==> config.mk <==
export PLATFORM = sky130hd
export DESIGN_NAME = weight_buffer_writer_flat
export DESIGN_NICKNAME = d
export VERILOG_FILES = /design/src/rtl/weight_pkg.sv /design/src/rtl/weight_buffer_writer_if.sv /design/src/rtl/weight_packer.sv /design/src/rtl/weight_buffer_writer.sv /design/src/flat_wrapper.sv
export SDC_FILE = /design/constraint.sdc
export NUM_CORES = 1
export LEC_CHECK = 0
export ABC_AREA = 1
export BUFFER_PORTS_ARGS = -buffer_cell sky130_fd_sc_hd__buf_2
export CAP_MARGIN = 20
export CELL_PAD_IN_SITES_DETAIL_PLACEMENT = 0
export CELL_PAD_IN_SITES_GLOBAL_PLACEMENT = 1
export CORE_MARGIN = 2
export CORE_UTILIZATION = 42
export CTS_CLUSTER_DIAMETER = 40
export CTS_CLUSTER_SIZE = 24
export DETAILED_ROUTE_END_ITERATION = 8
export PLACE_DENSITY_LB_ADDON = 0.1
export SYNTH_ARGS = -nofsm -noshare
export SYNTH_HDL_FRONTEND = slang
export SYNTH_SLANG_ARGS = --single-unit
==> constraint.sdc <==
create_clock -name clk -period 2 [get_ports clk]
set_clock_uncertainty 0.15 [all_clocks]
set_input_delay 0.3 -clock clk [delete_from_list [all_inputs] [get_ports clk]]
set_output_delay 0.3 -clock clk [all_outputs]
set_load 0.02 [all_outputs]
==> src/rtl/weight_pkg.sv <==
// Purpose: shared constants, FSM encoding and types for the packed weight buffer writer.
// Latency: n/a (declarations only).
// Backpressure: n/a (declarations only).
package weight_pkg;
    localparam int WEIGHT_W      = 7;                // bits per weight
    localparam int PACK          = 4;                // weights per RAM word
    localparam int DEPTH         = 256;              // RAM words per full load
    localparam int ADDR_W        = 8;                // clog2(DEPTH)
    localparam int WORD_W        = WEIGHT_W * PACK;  // 28-bit RAM word
    localparam int TOTAL_WEIGHTS = DEPTH * PACK;     // data beats per full load

    typedef enum logic [1:0] {
        IDLE = 2'd0,
        LOAD = 2'd1,
        DONE = 2'd2
    } state_t;

    typedef logic [WEIGHT_W-1:0] weight_t;
    typedef logic [WORD_W-1:0]   word_t;
    typedef logic [ADDR_W-1:0]   addr_t;
endpackage

==> src/rtl/weight_buffer_writer_if.sv <==
// Purpose: host-side stream plus RAM write port and status of the weight buffer writer.
// Latency: n/a (signal bundle).
// Backpressure: in_ready is driven by the writer; master drives start/in_*.
// Ports: start, in_valid/in_ready/in_weight/in_last (stream), wr_en/wr_addr/wr_data (RAM),
//        load_done/load_err (sticky status). master = host/bench, slave = writer.
interface weight_buffer_writer_if;
    import weight_pkg::*;

    logic    start;
    logic    in_valid;
    logic    in_ready;
    weight_t in_weight;
    logic    in_last;
    logic    wr_en;
    addr_t   wr_addr;
    word_t   wr_data;
    logic    load_done;
    logic    load_err;

    modport master (
        output start, in_valid, in_weight, in_last,
        input  in_ready, wr_en, wr_addr, wr_data, load_done, load_err
    );

    modport slave (
        input  start, in_valid, in_weight, in_last,
        output in_ready, wr_en, wr_addr, wr_data, load_done, load_err
    );
endinterface

==> src/rtl/weight_packer.sv <==
// Purpose: shifts weights MSB-first into a word; flags the beat that completes 4 lanes.
// Latency: combinational word/valid on the completing beat (caller registers it).
// Backpressure: none; shifts on every i_beat, i_clr has priority.
// Ports: clk, rst_n, i_clr (restart lanes), i_beat/i_weight (accepted weight),
//        o_word_vld (4th lane this beat), o_word ({3 older lanes, i_weight}).
module weight_packer
    import weight_pkg::*;
(
    input  logic    clk,
    input  logic    rst_n,
    input  logic    i_clr,
    input  logic    i_beat,
    input  weight_t i_weight,
    output logic    o_word_vld,
    output word_t   o_word
);
    // Only the three older lanes need storage; the 4th comes straight from the input.
    logic [WORD_W-WEIGHT_W-1:0] r_pack;
    logic [1:0]                 r_lane;

    always_ff @(posedge clk or negedge rst_n) begin
        if (!rst_n) begin
            r_pack <= '0;
            r_lane <= 2'd0;
        end else if (i_clr) begin
            r_pack <= '0;
            r_lane <= 2'd0;
        end else if (i_beat) begin
            r_pack <= {r_pack[WORD_W-2*WEIGHT_W-1:0], i_weight};
            r_lane <= r_lane + 2'd1;
        end
    end

    assign o_word_vld = i_beat && (r_lane == 2'd3);
    assign o_word     = {r_pack, i_weight};
endmodule

==> src/rtl/weight_buffer_writer.sv <==
// Purpose: packs a 7-bit weight stream 4-per-word and writes 256 words to the weight RAM.
// Latency: wr_en one cycle after the 4th accepted beat of each word.
// Backpressure: in_ready high only while loading; every beat offered in LOAD is taken.
// Ports: clk, rst_n, bus (weight_buffer_writer_if.slave: stream in, RAM write, status).
// Option: define WEIGHT_CKSUM_EN to require a trailing checksum beat (sum of weights mod 128).
module weight_buffer_writer
    import weight_pkg::*;
(
    input  logic                   clk,
    input  logic                   rst_n,
    weight_buffer_writer_if.slave  bus
);
    state_t  r_state;
    logic    r_in_ready;
    logic    r_wr_en;
    addr_t   r_wr_addr;
    word_t   r_wr_data;
    logic    r_load_done;
    logic    r_load_err;
    addr_t   r_addr;
`ifdef WEIGHT_CKSUM_EN
    weight_t r_sum;
    logic    r_ck_phase;   // all data words written, waiting for the checksum beat
`endif

    logic    w_acc;
    logic    w_beat;
    logic    w_word_vld;
    logic    w_final;
    word_t   w_word;

    assign w_acc = bus.in_valid && r_in_ready;
    // start wins over a same-cycle beat, so that beat never reaches the packer.
`ifdef WEIGHT_CKSUM_EN
    assign w_beat = w_acc && !bus.start && !r_ck_phase;
`else
    assign w_beat = w_acc && !bus.start;
`endif
    assign w_final = w_word_vld && (r_addr == ADDR_W'(DEPTH - 1));

    weight_packer u_packer (
        .clk        (clk),
        .rst_n      (rst_n),
        .i_clr      (bus.start),
        .i_beat     (w_beat),
        .i_weight   (bus.in_weight),
        .o_word_vld (w_word_vld),
        .o_word     (w_word)
    );

    always_ff @(posedge clk or negedge rst_n) begin
        if (!rst_n) begin
            r_state     <= IDLE;
            r_in_ready  <= 1'b0;
            r_wr_en     <= 1'b0;
            r_wr_addr   <= '0;
            r_wr_data   <= '0;
            r_load_done <= 1'b0;
            r_load_err  <= 1'b0;
            r_addr      <= '0;
`ifdef WEIGHT_CKSUM_EN
            r_sum       <= '0;
            r_ck_phase  <= 1'b0;
`endif
        end else begin
            r_wr_en <= 1'b0;
            if (bus.start) begin
                r_state     <= LOAD;
                r_in_ready  <= 1'b1;
                r_addr      <= '0;
                r_load_done <= 1'b0;
                r_load_err  <= 1'b0;
`ifdef WEIGHT_CKSUM_EN
                r_sum       <= '0;
                r_ck_phase  <= 1'b0;
`endif
            end else if (r_state == LOAD) begin
                // A completed word is always written, even when the same beat ends the load.
                if (w_word_vld) begin
                    r_wr_en   <= 1'b1;
                    r_wr_addr <= r_addr;
                    r_wr_data <= w_word;
                    if (!w_final) begin
                        r_addr <= r_addr + 1'b1;
                    end
                end
                if (w_acc) begin
`ifdef WEIGHT_CKSUM_EN
                    if (r_ck_phase) begin
                        r_state    <= DONE;
                        r_in_ready <= 1'b0;
                        if (bus.in_last && (bus.in_weight == r_sum)) begin
                            r_load_done <= 1'b1;
                        end else begin
                            r_load_err  <= 1'b1;
                        end
                    end else begin
                        r_sum <= r_sum + bus.in_weight;
                        if (bus.in_last) begin
                            r_state    <= DONE;
                            r_in_ready <= 1'b0;
                            r_load_err <= 1'b1;
                        end else if (w_final) begin
                            r_ck_phase <= 1'b1;
                        end
                    end
`else
                    if (w_final) begin
                        r_state    <= DONE;
                        r_in_ready <= 1'b0;
                        if (bus.in_last) begin
                            r_load_done <= 1'b1;
                        end else begin
                            r_load_err  <= 1'b1;
                        end
                    end else if (bus.in_last) begin
                        r_state    <= DONE;
                        r_in_ready <= 1'b0;
                        r_load_err <= 1'b1;
                    end
`endif
                end
            end
        end
    end

    assign bus.in_ready  = r_in_ready;
    assign bus.wr_en     = r_wr_en;
    assign bus.wr_addr   = r_wr_addr;
    assign bus.wr_data   = r_wr_data;
    assign bus.load_done = r_load_done;
    assign bus.load_err  = r_load_err;
endmodule

==> src/flat_wrapper.sv <==
// flat-port wrapper written by rule: the top's interface ports become plain ports
module weight_buffer_writer_flat import weight_pkg::*;
  (clk, rst_n, bus_start, bus_in_valid, bus_in_weight, bus_in_last, bus_in_ready, bus_wr_en, bus_wr_addr, bus_wr_data, bus_load_done, bus_load_err);
  weight_buffer_writer_if bus_i ();
  input  logic clk;
  input  logic rst_n;
  input wire logic [$bits(bus_i.start)-1:0] bus_start;
  input wire logic [$bits(bus_i.in_valid)-1:0] bus_in_valid;
  input wire logic [$bits(bus_i.in_weight)-1:0] bus_in_weight;
  input wire logic [$bits(bus_i.in_last)-1:0] bus_in_last;
  output wire logic [$bits(bus_i.in_ready)-1:0] bus_in_ready;
  output wire logic [$bits(bus_i.wr_en)-1:0] bus_wr_en;
  output wire logic [$bits(bus_i.wr_addr)-1:0] bus_wr_addr;
  output wire logic [$bits(bus_i.wr_data)-1:0] bus_wr_data;
  output wire logic [$bits(bus_i.load_done)-1:0] bus_load_done;
  output wire logic [$bits(bus_i.load_err)-1:0] bus_load_err;
  assign bus_i.start = bus_start;
  assign bus_i.in_valid = bus_in_valid;
  assign bus_i.in_weight = bus_in_weight;
  assign bus_i.in_last = bus_in_last;
  assign bus_in_ready = bus_i.in_ready;
  assign bus_wr_en = bus_i.wr_en;
  assign bus_wr_addr = bus_i.wr_addr;
  assign bus_wr_data = bus_i.wr_data;
  assign bus_load_done = bus_i.load_done;
  assign bus_load_err = bus_i.load_err;
  weight_buffer_writer u_core (.clk(clk), .rst_n(rst_n), .bus(bus_i));
endmodule
==> results.yml, run 1 <==
drt:
  drt_iter0_drc: 96
  vias: 2081
  avgRoutedWirePerCell_microns: 13.0
  wl_mm: 5.70
  remaining_drc_errors: 0
  drt_pass1_iterations: 4
  viasPerCell: 4.74
  detail-route-antenna-nets: 0
setup_path:
  worst_ep_arrival_time_ns: 1.77
  startpoint_type: "flip-flop"
  r2r_cells: 3
  worstPathMaxFanout: 24
  worst-r2r-setup-slack_ns: 0.25
  worstPathRequired_ns: 2.02
  critPathLaunch: "u_core.r_state[0]"
  r2r_end: "u_core.u_packer.r_lane[0]"
  reg2reg_from: "u_core.r_state[0]"
  criticalPathCategory: "flip-flop to flip-flop"
  critPathCaptureType: "flip-flop"
cts:
  h-tree-depth: 3
  clkLatencyLatePin_ns: 0.34
  cts_buffer_depth: 2
  ctsResizeCount: 0
  clock_sinks: 72
  clock_tree.root_cell: "clkbuf_8"
  cts.clk_slew.worst_paths_ns: 0.08
  numCtsBuffers: 9
  cts_tree: "yes"
synthesis:
  yosys_warnings: 0
  synth_nets: 311
  ys_seq_elements: 72
  syn_area_sq_mm: 0.00287
  avgSynthCellArea_sq_um: 9.66
  netlist_instances: 297
  yosysSeqAreaShare: 0.628
  synthTopCellsByArea: "dfrtp_1 (63%), nand2_1 (9.3%), inv_1 (5.8%)"
  ys_types: 23
  yosys.area.top_type: "dfrtp_1"
  synth.top_cell.area_share: 0.628
place:
  routabilityCongestion: 0.724
  dp_cells: 422
  dp_hpwl_mm: 3.87
  io_buffer_count: 51
worst_hold_path:
  min-delay-start: "bus_start"
  hold_class: "input pin to flip-flop"
  min_path_cells: 2
  min_to: "u_core.bus.load_done"
sta:
  max-slew-margin-rel: 0.344
  max_slew.worst_pin.slew_ns: 0.984
  period_needed_ns: 1.75
  setup_viol: 0
  clock.fmax_mhz: 571
  finalCritPeriodShare: 0.876
  slew_viol_final: 0
  rsz0062_at_grt: "no"
  tns_ns: 0
  hold_violations: 0
flow_run:
  maxCapViolCount: 0
global_routing:
  grt_use_total: 0.166
  grt_pass1_wl_mm: 9.45
  grt_overflow: 0
  grt_pass1_vias: 1970
  grt_max_degree: 45
  antenna_found_initial: 0
die:
  die_w_microns: 86.7
  core_sq_mm: 0.00672
  fp-row-count: 30
  fp.dieH_microns: 86.7
  ios: 52
  die-area_sq_mm: 0.00751
  initial_utilization: 0.427
pwr:
  switching_share: 0.224
  combPwrFrac: 0.072
  power_switching_mw: 0.733
  p_per_area_mw_per_mm2: 926
  irDropWorstVdd_uv: 332
  p_clk_frac: 0.462
  p_leak_nw: 1.80
  seqPwrFrac: 0.466
  cell_internal_pwr_mw: 2.54
cells_and_area:
  syn_to_final_growth_pct: 23.1
  final_cells: 439
  layout.nets: 368
  drive_above_1_share: 0.231
  antennaDiodeCount: 0
  final_util: 0.526
status:
  status: "completed"
==> critical path, cell delays in order, from the launching register on <==
cell and delay (ns):
dfrtp_1 0.42, inv_1 0.09, o21ai_2 0.76, mux2i_1 0.16
==> through the flow <==
step / worst slack (ns) / hold WS (ns) / power (mW) / cell area (sq um)
after floorplan: 0.538 / -0.146 / 1.68 / 2870
after detailed placement: 0.206 / 0.162 / 1.79 / 3260
after global placement: 0.255 / 0.167 / 1.79 / 3260
final: 0.249 / 0.0533 / 3.27 / 3530
after global routing: 0.0699 / 0.0548 / 3.40 / 3530
after CTS: 0.197 / 0.0480 / 3.31 / 3530
==> sequential cells by signal (all words and copies together), names as in the netlist <==
| signal | cells |
|---|---|
| u_core.bus.wr_en | 1 |
| u_core.u_packer.r_lane | 2 |
| u_core.u_packer.r_pack | 21 |
| u_core.bus.load_done | 1 |
| u_core.bus.wr_addr | 8 |
| u_core.bus.wr_data | 28 |
| u_core.bus.load_err | 1 |
| u_core.r_state | 2 |
| u_core.r_addr | 8 |
==> worst max-delay path by stage <==
stage	slack (ns)	cells past startpoint	to
global route	0.07	4	u_core.u_packer.r_lane[1]
global placement	0.25	4	u_core.u_packer.r_lane[0]
CTS	0.20	3	u_core.u_packer.r_lane[0]
finish	0.25	3	u_core.u_packer.r_lane[0]
floorplan	0.54	7	u_core.r_addr[2]
detailed placement	0.21	4	u_core.u_packer.r_lane[0]
==> synth_stat cells <==
master and count:
a31oi_1 1, nand3_4 1, ha_1 2, nor3_1 2
nand3_1 10, nand2_1 71, nor2_4 4, o21ai_1 29
nor2_1 3, nand2_2 1, o22ai_1 21, inv_1 44
xor2_1 1, or2_2 1, clkbuf_1 3, mux2i_1 1
nand4_1 2, a21oi_1 1, nand3b_1 1, dfrtp_1 72
inv_2 2, o21ai_0 15, buf_2 9
==> power by group through the flow <==
| stage | Clock, mW | Sequential (mW) | Combinational [mW] |
|---|---|---|---|
| 3_5_place_dp | 0 | 1.55 | 0.238 |
| 5_1_grt | 1.60 | 1.53 | 0.265 |
| 2_1_floorplan | 0 | 1.59 | 0.0922 |
| 6_report | 1.51 | 1.53 | 0.234 |
| 3_3_place_gp | 0 | 1.55 | 0.236 |
| 4_1_cts | 1.55 | 1.53 | 0.240 |
==> logic make-up after synthesis <==
| logic type | Yosys count | share of synthesized area |
|---|---|---|
| simple gates | 96 | 0.151 |
| flops | 72 | 0.628 |
| mux | 1 | 0.00349 |
| fa+ha+maj | 2 | 0.00872 |
| compound gates | 67 | 0.126 |
| xor+xnor | 1 | 0.00305 |
| buf+inv | 58 | 0.0798 |
==> cell type report <==
cell class | instances | area, sq um
inverter | 46 | 173
fill | 635 | 3190
clock buffer | 9 | 124
clock inverter | 7 | 143
timing repair buffer | 58 | 348
tap | 80 | 100
multi-input combinational | 167 | 843
sequential | 72 | 1800
==> placed cells by master (no fill, tap or decap) <==
| master | synthesis | final |
|---|---|---|
| nand3_4 | 1 | 1 |
| o21ai_0 | 15 | 15 |
| or2_2 | 1 | 1 |
| clkinv_4 | 0 | 1 |
| o22ai_1 | 21 | 21 |
| buf_12 | 0 | 3 |
| nor2_4 | 4 | 4 |
| ha_1 | 2 | 2 |
| nor2_1 | 3 | 3 |
| nand2_2 | 1 | 1 |
| o21ai_2 | 0 | 1 |
| dlygate4sd3_1 | 0 | 1 |
| inv_6 | 0 | 1 |
| nand4_1 | 2 | 2 |
| buf_2 | 9 | 51 |
| nand3b_1 | 1 | 1 |
| inv_2 | 2 | 2 |
| mux2i_1 | 1 | 1 |
| a31oi_1 | 1 | 1 |
| nor3_1 | 2 | 2 |
| clkbuf_8 | 0 | 9 |
| nand2_1 | 71 | 71 |
| xor2_1 | 1 | 1 |
| o21ai_1 | 29 | 28 |
| a21oi_1 | 1 | 1 |
| dfrtp_1 | 72 | 72 |
| nand3_1 | 10 | 10 |
| inv_1 | 44 | 44 |
| bufinv_16 | 0 | 4 |
| clkinv_2 | 0 | 1 |
| buf_4 | 0 | 3 |
==> layer usage <==
metal / GRT usage / vias to the layer above / wire length, microns
li1: - / 1076 / -
met1: 0.220 / 959 / 2700
met2: 0.259 / 37 / 2680
met3: 0.0371 / 9 / 215
met4: 0.0767 / 0 / 101
met5: 0 / - / 0
==> timing repair <==
item                                    CTS  global route
hold buffers                              1             0
hold endpoints to repair                 20             0
setup buffers                             0             0
endpoints found under the setup margin    0             0
No activity file was read; power rests on OpenSTA's default activity.
==> run 2: changes to the inputs <==
Settings changed: CORE_UTILIZATION 42 to 41, SYNTH_HIERARCHICAL set to 1.
==> results.yml, run 2 <==
cells_and_area:
  largest_register_ffs: 28
  syn_to_final_growth_pct: 15.6
  final_common_cell: "nand2_1"
  fillCellCount: 732
  final_util: 0.488
  layout.nets: 412
  final_cell_mix: "nand2_1 (164), dfrtp_1 (72), buf_2 (50), nand3_1 (31), inv_1 (16)"
  antennaDiodeCount: 0
  drive_above_1_share: 0.206
setup_path:
  critPathSlowestCell: "dfrtp_1"
  startpoint_type: "flip-flop"
  criticalPathCategory: "flip-flop to flip-flop"
  reg2reg_from: "u_core/r_state[0]"
  worst-r2r-setup-slack_ns: 0.24
  critPathLaunch: "u_core/r_state[0]"
  critical-path-top-delay-family: "simple AND/OR/NAND/NOR gates"
  worstPathRequired_ns: 2.05
  critPathCaptureType: "flip-flop"
  r2r_end: "u_core/bus.wr_addr[6]"
  slowest_delay_ns: 0.41
  r2r_cells: 10
  crit_buf_inv: 3
  crit_top_cell: "nand2_1"
  worst_ep_arrival_time_ns: 1.81
  worstPathCellList: "nand2_1, nor2_2, nand2_1, inv_1, inv_1, nor2_4, nand2_4, buf_4, nand2_1, o21ai_0"
  worstPathMaxFanout: 44
synthesis:
  yosysSeqAreaShare: 0.592
  avgSynthCellArea_sq_um: 8.68
  syn_area_sq_mm: 0.00305
  synthTopCellsByArea: "dfrtp_1 (59%), nand2_1 (20%), nand3_1 (5.1%)"
  ys.flop_type: "dfrtp_1"
  synth_nets: 365
  yosys_warnings: 6
  ys_seq_elements: 72
  yosys.area.top_type: "dfrtp_1"
  async_reset_ff_frac: 1.00
  yosysMostFrequentCell: "nand2_1"
  ys_types: 20
  synth.top_cell.area_share: 0.592
  synth_edf_count: 0
  netlist_instances: 351
  synthTopCellsByCount: "nand2_1 (164), dfrtp_1 (72), nand3_1 (31)"
global_routing:
  grt_pass1_vias: 2259
  grt_pass1_wl_mm: 10.7
  grt_overflow: 0
  grt_max_degree: 49
  antenna_found_initial: 0
  grt_use_total: 0.163
worst_hold_path:
  min_path_cells: 3
  min-delay-start: "bus_in_weight[5]"
  min_to: "u_core/bus.wr_data[5]"
  hold_class: "input pin to flip-flop"
sta:
  tns_ns: 0
  hold_violations: 0
  clock.fmax_mhz: 569
  hold_ws_ns: 0.0323
  period_needed_ns: 1.76
  max-slew-margin-rel: 0.710
  rsz0062_at_grt: "no"
  slew_viol_final: 0
  max_slew.worst_pin.slew_ns: 0.435
  setup_ws_ns: 0.241
  setup_viol: 0
  finalCritPeriodShare: 0.879
die:
  core_sq_mm: 0.00721
  fp-row-count: 31
  fp.dieH_microns: 90.2
  initial_utilization: 0.422
  die-area_sq_mm: 0.00813
  die_w_microns: 90.2
  ios: 52
drt:
  detail-route-antenna-nets: 0
  remaining_drc_errors: 0
  avgRoutedWirePerCell_microns: 12.1
  wl_mm: 6.06
  viasPerCell: 4.61
  vias: 2316
  drt_iter0_drc: 122
  drt_pass1_iterations: 4
place:
  preCtsSetupSlack_ns: 0.239
  io_buffer_count: 51
  routabilityCongestion: 0.780
  dp_hpwl_mm: 4.03
cts:
  clock_sinks: 72
  numCtsBuffers: 9
  cts_setup_buffers: 0
  h-tree-depth: 3
  clkLatencyLatePin_ns: 0.33
  cts.clk_slew.worst_paths_ns: 0.07
  clock_tree.root_cell: "clkbuf_8"
  cts_buffer_depth: 2
  cts_tree: "yes"
  ctsResizeCount: 0
flow_run:
  maxCapViolCount: 0
pwr:
  irDropWorstVdd_uv: 306
  p_leak_nw: 2.02
  p_per_area_mw_per_mm2: 743
status:
  status: "completed"
## run 2: changes by cell type after synthesis, sizes merged, moves of 2 or more
cell / change
nand2: +94
o21ai: -30
inv: -26
o22ai: -21
nand3: +20
buf: +13
nor2: +9
clkbuf: -3
a21oi: +2
## run 2: cell type report
cell class                      count  area (sq um)  share of cell area
Multi-Input combinational cell    237          1010               0.287
Inverter                           20          75.1              0.0213
Timing Repair Buffer               58           338              0.0959
Clock inverter                      6          35.0             0.00995
Sequential cell                    72          1800               0.512
Clock buffer                       10           138              0.0391
Tap cell                           99           124              0.0352
## run 2: worst reg2reg max path, delay by kind of cell, from the launching register on
family	cells	cell delay, ns
AOI/OAI and AO/OA	1	0.07
buffers and inverters	3	0.41
DFF	1	0.41
and+or+nand+nor	6	0.59
## run 2: kinds of logic (layout without fill, tap and decap cells)
logic type	Yosys count	count (layout)	share of synthesized area
simple gates	217	217	0.292
fa+ha+maj	2	2	0.00822
flops	72	72	0.592
compound gates	18	18	0.0304
buf+inv	42	94	0.0776
## run 2: where the power goes
group	internal (mW)	switching (mW)	leakage, nW	total, mW
Clock	0.475	0.525	0.0878	1.00
Combinational	0.0370	0.0955	0.938	0.133
Sequential	1.47	0.0131	0.997	1.48
## run 2: stage by stage
stage | cells | total power [mW] | cell area, sq um
after floorplan | 351 | 1.59 | 3050
after global placement | 485 | 1.65 | 3340
after detailed placement | 485 | 1.65 | 3340
after CTS | 502 | 2.66 | 3520
after global routing | 502 | 2.74 | 3520
final | 502 | 2.62 | 3520
## run 2: worst max path at each step
| stage | end | slack [ns] | cells after the start |
|---|---|---|---|
| after global routing | u_core/bus.wr_addr[5] | 0.05 | 10 |
| after floorplan | u_core/bus.wr_data[10] | 0.03 | 14 |
| final | u_core/bus.wr_addr[6] | 0.24 | 10 |
| after detailed placement | u_core/bus.wr_addr[6] | 0.24 | 10 |
| after CTS | u_core/bus.wr_addr[6] | 0.23 | 10 |
| after global placement | u_core/bus.wr_data[2] | 0.31 | 11 |
## run 2: what timing repair did
item                                    4_1_cts  5_1_grt
endpoints found under the hold margin        24        0
endpoints found under the setup margin        0        0
hold buffers                                  1        0
## run 2: per-layer routing
layer,track usage,vias up,wire [microns]
met1,0.241,1081,3180
li1,-,1184,-
met2,0.234,47,2590
met5,0,-,0
met3,0.0302,4,231
met4,0.0731,0,68
